### config.mk
export PLATFORM = sky130hd
export DESIGN_NAME = uart_rx_deser
export DESIGN_NICKNAME = d
export VERILOG_FILES = /design/src/rtl/uart_pkg.sv /design/src/rtl/sync2.sv /design/src/rtl/uart_rx_deser.sv
export SDC_FILE = /design/constraint.sdc
export NUM_CORES = 1
export LEC_CHECK = 0
export CORE_MARGIN = 2
export CORE_UTILIZATION = 50
export DETAILED_ROUTE_END_ITERATION = 7
export PLACE_DENSITY = 0.74
export RECOVER_POWER = 100
export SKIP_CTS_REPAIR_TIMING = 1
export SLEW_MARGIN = 20
export SYNTH_ARGS = -nofsm -noshare
export SYNTH_HDL_FRONTEND = slang
export SYNTH_SLANG_ARGS = --single-unit
### constraint.sdc
create_clock -name clk -period 1.8 [get_ports clk]
set_input_delay 0.18 -clock clk [delete_from_list [all_inputs] [get_ports clk]]
set_output_delay 0.18 -clock clk [all_outputs]
set_load 0.01 [all_outputs]
### src/rtl/uart_pkg.sv
// uart_pkg: shared UART types, constants and counter sizing helper
package uart_pkg;
  typedef enum logic [2:0] {IDLE, START, DATA, STOP, BREAK} state_t;
  localparam int UART_DATA_BITS = 8;
  function automatic int cnt_width(input int clks);
    return $clog2(clks);
  endfunction
endpackage

### src/rtl/sync2.sv
// sync2: two-flop synchronizer for an asynchronous input with a configurable reset value
module sync2 #(
  parameter logic RST_VAL = 1'b1
) (
  input  logic clk,
  input  logic rst,
  input  logic i_d,
  output logic o_q
);
  logic r_meta;
  always_ff @(posedge clk)
    if (rst) {o_q, r_meta} <= {RST_VAL, RST_VAL};
    else {o_q, r_meta} <= {r_meta, i_d};
endmodule

### src/rtl/uart_rx_deser.sv
// uart_rx_deser: 8N1 UART receiver with a one-byte valid/ready output buffer and error pulses
module uart_rx_deser
  import uart_pkg::*;
#(
  parameter int CLKS_PER_BIT = 104
) (
  input  logic                      clk,
  input  logic                      rst,
  input  logic                      rx,
  output logic [UART_DATA_BITS-1:0] uart_rx,
  output logic                      uart_rx_valid,
  input  logic                      uart_rx_ready,
  output logic                      frame_err,
  output logic                      overrun
);
  localparam int CW = cnt_width(CLKS_PER_BIT);
  localparam logic [CW-1:0] LAST = CW'(CLKS_PER_BIT - 1);
  localparam logic [CW-1:0] HALF = CW'(CLKS_PER_BIT / 2 - 1);
  logic                      w_rx_s;
  logic                      w_free;
  state_t                    r_state;
  logic [CW-1:0]             r_cnt;
  logic [2:0]                r_idx;
  logic [UART_DATA_BITS-1:0] r_shift;
  logic                      r_prev;
  sync2 #(.RST_VAL(1'b1)) u_sync (
    .clk(clk),
    .rst(rst),
    .i_d(rx),
    .o_q(w_rx_s)
  );
  // a byte held in the buffer is still replaceable if it is being taken this cycle
  assign w_free = !uart_rx_valid || uart_rx_ready;
  always_ff @(posedge clk) begin
    if (rst) begin
      r_state       <= IDLE;
      r_cnt         <= '0;
      r_idx         <= '0;
      r_shift       <= '0;
      r_prev        <= 1'b1;
      uart_rx       <= '0;
      uart_rx_valid <= 1'b0;
      frame_err     <= 1'b0;
      overrun       <= 1'b0;
    end else begin
      r_prev    <= w_rx_s;
      frame_err <= 1'b0;
      overrun   <= 1'b0;
      if (uart_rx_valid && uart_rx_ready) uart_rx_valid <= 1'b0;
      case (r_state)
        IDLE: if (r_prev && !w_rx_s) begin
          r_cnt   <= '0;
          r_state <= START;
        end
        START: if (r_cnt == HALF) begin
          r_cnt   <= '0;
          r_idx   <= '0;
          r_state <= w_rx_s ? IDLE : DATA;
        end else r_cnt <= r_cnt + 1'b1;
        DATA: if (r_cnt == LAST) begin
          r_cnt          <= '0;
          r_shift[r_idx] <= w_rx_s;
          r_idx          <= r_idx + 1'b1;
          if (r_idx == 3'(UART_DATA_BITS - 1)) r_state <= STOP;
        end else r_cnt <= r_cnt + 1'b1;
        STOP: if (r_cnt == LAST) begin
          r_cnt     <= '0;
          r_state   <= w_rx_s ? IDLE : BREAK;
          frame_err <= !w_rx_s;
          overrun   <= w_rx_s && !w_free;
          if (w_rx_s && w_free) begin
            uart_rx       <= r_shift;
            uart_rx_valid <= 1'b1;
          end
        end else r_cnt <= r_cnt + 1'b1;
        BREAK: if (w_rx_s) r_state <= IDLE;
        default: r_state <= IDLE;
      endcase
    end
  end
endmodule

==> results of run 1 <==
-- cells in the mapped netlist, drive strengths merged (4+ instances only) --
| master | n |
|---|---|
| a21oi | 6 |
| buf | 4 |
| clkbuf | 5 |
| dfxtp | 35 |
| inv | 4 |
| mux2i | 18 |
| nand2 | 8 |
| nand3 | 5 |
| nand4 | 9 |
| nor2 | 28 |
| nor3 | 4 |
| xnor2 | 5 |
-- cells in the final DEF (no fill, tap or decap), types with 2 or more instances in the layout --
| cell type | netlist | final |
|---|---|---|
| dfxtp_1 | 35 | 35 |
| nor2_1 | 28 | 28 |
| mux2i_1 | 18 | 18 |
| dlygate4sd3_1 | 0 | 12 |
| nand4_1 | 8 | 8 |
| nand2_1 | 7 | 7 |
| a21oi_1 | 6 | 6 |
| buf_4 | 1 | 6 |
| xnor2_1 | 5 | 5 |
| clkbuf_4 | 0 | 5 |
| nor3_1 | 4 | 4 |
| inv_1 | 4 | 4 |
| nand3_1 | 4 | 4 |
| nand4b_1 | 3 | 3 |
| nor4bb_1 | 3 | 3 |
| a211oi_1 | 3 | 3 |
| or2_2 | 3 | 3 |
| or2b_2 | 2 | 2 |
| nor4_1 | 2 | 2 |
| ha_1 | 3 | 2 |
| bufinv_16 | 0 | 2 |
| clkbuf_1 | 4 | 2 |
| clkdlybuf4s50_1 | 0 | 2 |
| clkbuf_2 | 0 | 2 |
-- final timing paths --
check	startpoint	end	slack [ps]	depth (start not counted)
max reg2reg	r_cnt[0]	r_state[0]	90	5
max	r_cnt[0]	r_state[0]	90	5
min reg2reg	u_sync.r_meta	u_sync.o_q	430	1
min	rx	u_sync.r_meta	390	2
-- sequential cells by signal (all words and copies together) (netlist names), 3 cells and up --
| name | count |
|---|---|
| r_cnt | 7 |
| r_idx | 3 |
| r_shift | 8 |
| r_state | 3 |
| uart_rx | 8 |
-- per-stage QoR --
step	hold slack (ps)	power [mW]	cell area [sq um]	utilization [%]	worst slack [ps]
2_1_floorplan	283.8	0.8529	1652	-	47.75
3_3_place_gp	391.3	0.8733	1857	59.84	149.2
3_5_place_dp	405.7	0.8750	1857	59.84	83.99
4_1_cts	385.1	1.563	1958	63.10	16.62
5_1_grt	406.7	1.600	1959	63.15	2.649
6_report	394.9	1.552	1959	63.15	94.57
-- metal layers --
layer | vias to the layer above | GRT usage, % | wire [microns]
li1 | 666 | - | -
met1 | 630 | 25.06 | 1513
met2 | 38 | 30.24 | 1620
met3 | 8 | 6.723 | 165
met4 | 0 | 7.903 | 55
met5 | - | 0 | 0
-- cell families after synthesis --
| kind of cell | count (synthesis) |
|---|---|
| AND/OR/NAND/NOR | 80 |
| flip-flops | 35 |
| multiplexers | 19 |
| AO/OA/AOI/OAI | 18 |
| buffers and inverters | 13 |
| XOR/XNOR | 5 |
| adder cells (fa/ha/maj) | 3 |
-- area by class of cell --
type,count,area [sq um],share of cell area [%]
multi-input cells,125,888.4,45.34
flip-flops and latches,35,700.7,35.76
repair buffers,23,198.9,10.15
clock inverters,2,60.06,3.065
well taps,44,55.05,2.810
clock buffers,6,41.29,2.107
inverters,4,15.01,0.7663
-- worst reg2reg max path, stage by stage, from the launching register on --
cell	delay (ps)
dfxtp_1	380
ha_4	200
and4b_4	200
and2_0	210
mux2_2	290
a2111oi_2	340
-- power groups by stage --
| stage | registers [mW] | clock network (mW) | logic [mW] |
|---|---|---|---|
| after detailed placement | 0.808 | 0 | 0.0667 |
| after global routing | 0.793 | 0.735 | 0.0723 |
| after global placement | 0.807 | 0 | 0.0659 |
| after CTS | 0.791 | 0.704 | 0.0678 |
| final | 0.793 | 0.693 | 0.0663 |
| after floorplan | 0.803 | 0 | 0.0499 |
==> results by group, run 1 <==
Timing
  – Setup TNS: 0 ps
  – Fmax achieved: 586.4 MHz
  – Post-route clock period utilization: 94.75%
  – Max Clock Skew: 11.62 ps
  – Endpoints failing setup: 0
  – Final Hold Viols: 0
  – Slew margin rel.: 68.33%
  – Crit path time final: 1705 ps
  – Transition time of the tightest slew-check pin: 473.3 ps
  – Slew Viols, Final: 0
  – Unrepaired setup endpoints after global routing: false

Placed design
  – I/O Buffers: 14
  – Total placed cells including tap cells: 231
  – DP HPWL: 2452 microns
  – Gpl congestion: 0.8177

Synthesis
  – Compound-Gate Fraction of Synth Area: 8.258%
  – Yosys warnings: 0
  – Simple-Gate Fraction of Synth Area: 28.41%
  – Synth area leader: dfxtp_1
  – Asr flop ratio synth: 0%
  – Post-synthesis area per instance: 9.547 sq um
  – Sequential share of the synthesized area: 42.42%
  – Post-synthesis adder-cell area fraction: 2.273%
  – Ranking of synthesized cells by area: dfxtp_1, mux2i_1, nor2_1
  – Post-synthesis mux area share: 11.59%
  – Synth Cell Area: 1652 sq um
  – Mapped Cells: 173
  – Syn Nets: 180
  – Synth unique cells: 48
  – Synthesized flop and latch total: 35
  – Xor and xnor fraction of the mapped netlist area: 2.652%
  – EDFF count, synth: 0
  – Largest family of logic cells by synthesized area: simple AND/OR/NAND/NOR gates
  – Top-area cell type share of the netlist area: 42.42%
  – Ys flop type: dfxtp_1

Global routing
  – Total Routing Usage GR: 19.56%
  – Largest net degree at the start of global routing: 16
  – First-pass GRT wire length: 5299 microns
  – GRT overflow: 0
  – Antenna violations before repair: 0
  – Vias in the first global route: 1151

Detailed routing
  – DR vias: 1342
  – DR WL/cell: 14.04 microns
  – DRC viols: 0
  – Final WL: 3355 microns
  – DR pass1 iterations: 4
  – Antenna-violating nets left: 0
  – Detailed Route Iter0 Violations: 44
  – Via density: 5.615

Die
  – Die area: 3779 sq um
  – Starting Density: 53.23%
  – I/O pin count: 15
  – Die height: 61.48 microns
  – Row count: 20
  – Chip Width: 61.48 microns
  – Core Region: 3103 sq um

Power
  – Gate power share: 4.3%
  – VDD IR max: 0.0007150 V
  – Cell Int Power: 1.245 mW
  – Share of total power in the clock network: 44.6%
  – Switching Fraction: 19.74%
  – Lkg Pwr: 0.7877 nW
  – Flop pwr share: 51.1%
  – Power density cells: 791.9 nW/um^2
  – Net switching power: 306.4 uW

Clock tree
  – Worst-path clk slew: 100 ps
  – Number of buffers created by CTS: 5
  – TritonCTS clock tree: yes
  – H-tree levels: 2
  – Clock Sink Count: 35
  – CTS root buffer: clkbuf_4
  – Skew-Pair Late Insertion Delay: 350 ps
  – Clock Path Buffers: 2

Worst setup path
  – Kind of cell adding the most delay to the critical path: simple AND/OR/NAND/NOR gates
  – Worst EP arrival: 1950 ps
  – Critical Path RT: 2040 ps
  – CP max stage delay: 380 ps
  – Slowest-stage cell, CP: dfxtp_1
  – Critical path type: reg -> reg
  – CP startpoint kind: flip-flop
  – Crit Path Max Fanout: 6
  – CP Cell Sequence: ha_4 > and4b_4 > and2_0 > mux2_2 > a2111oi_2
  – Bufs and invs on worst path: 0
  – Critical Path End Type: flip-flop

Hold path
  – Worst hold-check path type: in -> reg

Finish
  – Finished Layout Cells: 239
  – Share of layout cells above drive strength 1: 16.92%
  – Diode count: 0
  – Area delta synth->final: 18.64%
  – FILL cells: 271
  – Fin nets: 201

Job
  – Max_cap viols: 0

Run status
  – Status: finished clean
(Power assumes the default switching activity.)
==> inputs of run 2 (changes only) <==
Settings changed: PLACE_DENSITY 0.74 to 0.75.
==> run 2 against run 1 <==
  * Non-clock buffer count did not move
  * Critical endpoint unchanged
  * Highest routed layer unchanged
  * Register-to-register slack improved by 30 ps
  * Worst hold slack got worse by 6.7 ps
  * Largest cell class unchanged
==> results by group, run 2 (synthesis results as in run 1) <==
Finish
  – Share of layout cells above drive strength 1: 17.95%
  – Seq. cell area: 701.9 sq um
  – Diode count: 0
  – Area delta synth->final: 15.83%
  – FILL cells: 292
  – Final Util: 61.65%
  – Most frequent cells in the layout: dfxtp_1, nor2_1, mux2i_1
  – Fin nets: 201
  – Most common cell after layout, fill and taps aside: dfxtp_1
  – Final Cell Area: 1913 sq um
  – Total area of multi-input combinational cells: 890.9 sq um
  – Largest regs: r_shift (8), uart_rx (8), r_cnt (7)

Detailed routing
  – DRC viols: 0
  – Detailed Route Iter0 Violations: 54
  – Via density: 5.531
  – DR vias: 1322
  – DR pass1 iterations: 4
  – DR WL/cell: 14.02 microns
  – Final WL: 3350 microns
  – Antenna-violating nets left: 0

Worst setup path
  – CP max stage delay: 400 ps
  – CP Cell Sequence: ha_4 > and4b_4 > nand3_1 > mux2_2 > a2111oi_2
  – Critical path type: reg -> reg
  – Crit Path Max Fanout: 6
  – Worst EP arrival: 1910 ps
  – Critical Path End Type: flip-flop
  – Slowest-stage cell, CP: dfxtp_1
  – Critical Path RT: 2040 ps
  – CP startpoint kind: flip-flop

Power
  – Cell Int Power: 961.7 uW
  – Lkg Pwr: 0.7662 nW
  – Power density cells: 667.3 nW/um^2
  – Switching Fraction: 24.66%
  – VDD IR max: 0.0003580 V
  – Share of total power in the clock network: 32.8%
  – Flop pwr share: 62.1%
  – Net switching power: 314.8 uW
  – Gate power share: 5.1%

Timing
  – Slew Viols, Final: 0
  – Fin worst setup slack: 129.3 ps
  – Endpoints failing setup: 0
  – Fmax achieved: 598.5 MHz
  – Crit path time final: 1671 ps
  – Max Clock Skew: 12.81 ps
  – Hold WS: 388.1 ps
  – Slew margin rel.: 67.90%
  – Setup TNS: 0 ps
  – Final Hold Viols: 0
  – Post-route clock period utilization: 92.82%
  – Transition time of the tightest slew-check pin: 481.6 ps
  – Unrepaired setup endpoints after global routing: false

Die
  – Chip Width: 61.48 microns
  – Row count: 20
  – I/O pin count: 15
  – Die area: 3779 sq um
  – Starting Density: 53.23%
  – Core Region: 3103 sq um
  – Die height: 61.48 microns

Placed design
  – Gpl congestion: 0.8661
  – DP HPWL: 2438 microns
  – I/O Buffers: 14
  – Cell Area, Placed: 1869 sq um
  – Post-Place Setup Slack: 43.40 ps

Hold path
  – Worst hold-check path type: in -> reg

Run status
  – Status: finished clean

Global routing
  – First-pass GRT wire length: 5678 microns
  – GRT overflow: 0
  – Vias in the first global route: 1265
  – Largest net degree at the start of global routing: 26
  – Total Routing Usage GR: 20.61%
  – Antenna violations before repair: 0

Clock tree
  – Worst-path clk slew: 110 ps
  – Clock Sink Count: 35
  – Clock Path Buffers: 2
  – Number of buffers created by CTS: 5
  – CTS root buffer: clkbuf_4
  – Skew-Pair Late Insertion Delay: 350 ps
  – H-tree levels: 2
  – TritonCTS clock tree: yes

Job
  – Max_cap viols: 0
run 2: path summary, 6_finish.rpt:
kind / from / depth (start not counted) / slack, ps / end
worst max-delay path: r_cnt[1] / 5 / 130 / r_state[0]
worst min-delay path: rx / 2 / 390 / u_sync.r_meta
worst max register to register: r_cnt[1] / 5 / 130 / r_state[0]
worst min register to register: u_sync.r_meta / 1 / 430 / u_sync.o_q
run 2: power by group through the flow:
stage          Sequential (mW)  Clock, mW  Combinational (mW)
6_report                 0.792      0.419              0.0650
5_1_grt                  0.794      0.468              0.0708
4_1_cts                  0.790      0.435              0.0708
3_5_place_dp             0.808          0              0.0707
3_3_place_gp             0.807          0              0.0695
2_1_floorplan            0.803          0              0.0499
run 2: per-stage QoR:
stage	instances	total power, mW
6_report	239	1.277
5_1_grt	239	1.333
2_1_floorplan	173	0.8529
3_3_place_gp	231	0.8765
3_5_place_dp	231	0.8783
4_1_cts	239	1.296
run 2: layout make-up:
type / count / share of cell area, %
clock buffers: 6 / 2.158
clock inverters: 2 / 0.6540
inverters: 4 / 0.7848
multi-input cells: 125 / 46.57
flip-flops and latches: 35 / 36.69
well taps: 44 / 2.878
repair buffers: 23 / 10.27
run 2: layer usage:
layer | vias to the layer above | part of all wire (%) | track usage, %
met5 | - | 0 | 0
met4 | 0 | 1.6 | 7.295
met3 | 6 | 4.1 | 7.143
met2 | 28 | 47 | 33.59
met1 | 625 | 47 | 25.39
li1 | 663 | - | -
run 2: critical path, delay by kind of cell, from the launching register on:
| family | cells | cell delay (ps) |
|---|---|---|
| adder cells (fa/ha/maj) | 1 | 180 |
| multiplexers | 1 | 270 |
| flip-flops | 1 | 400 |
| AO/OA/AOI/OAI | 1 | 360 |
| AND/OR/NAND/NOR | 2 | 360 |
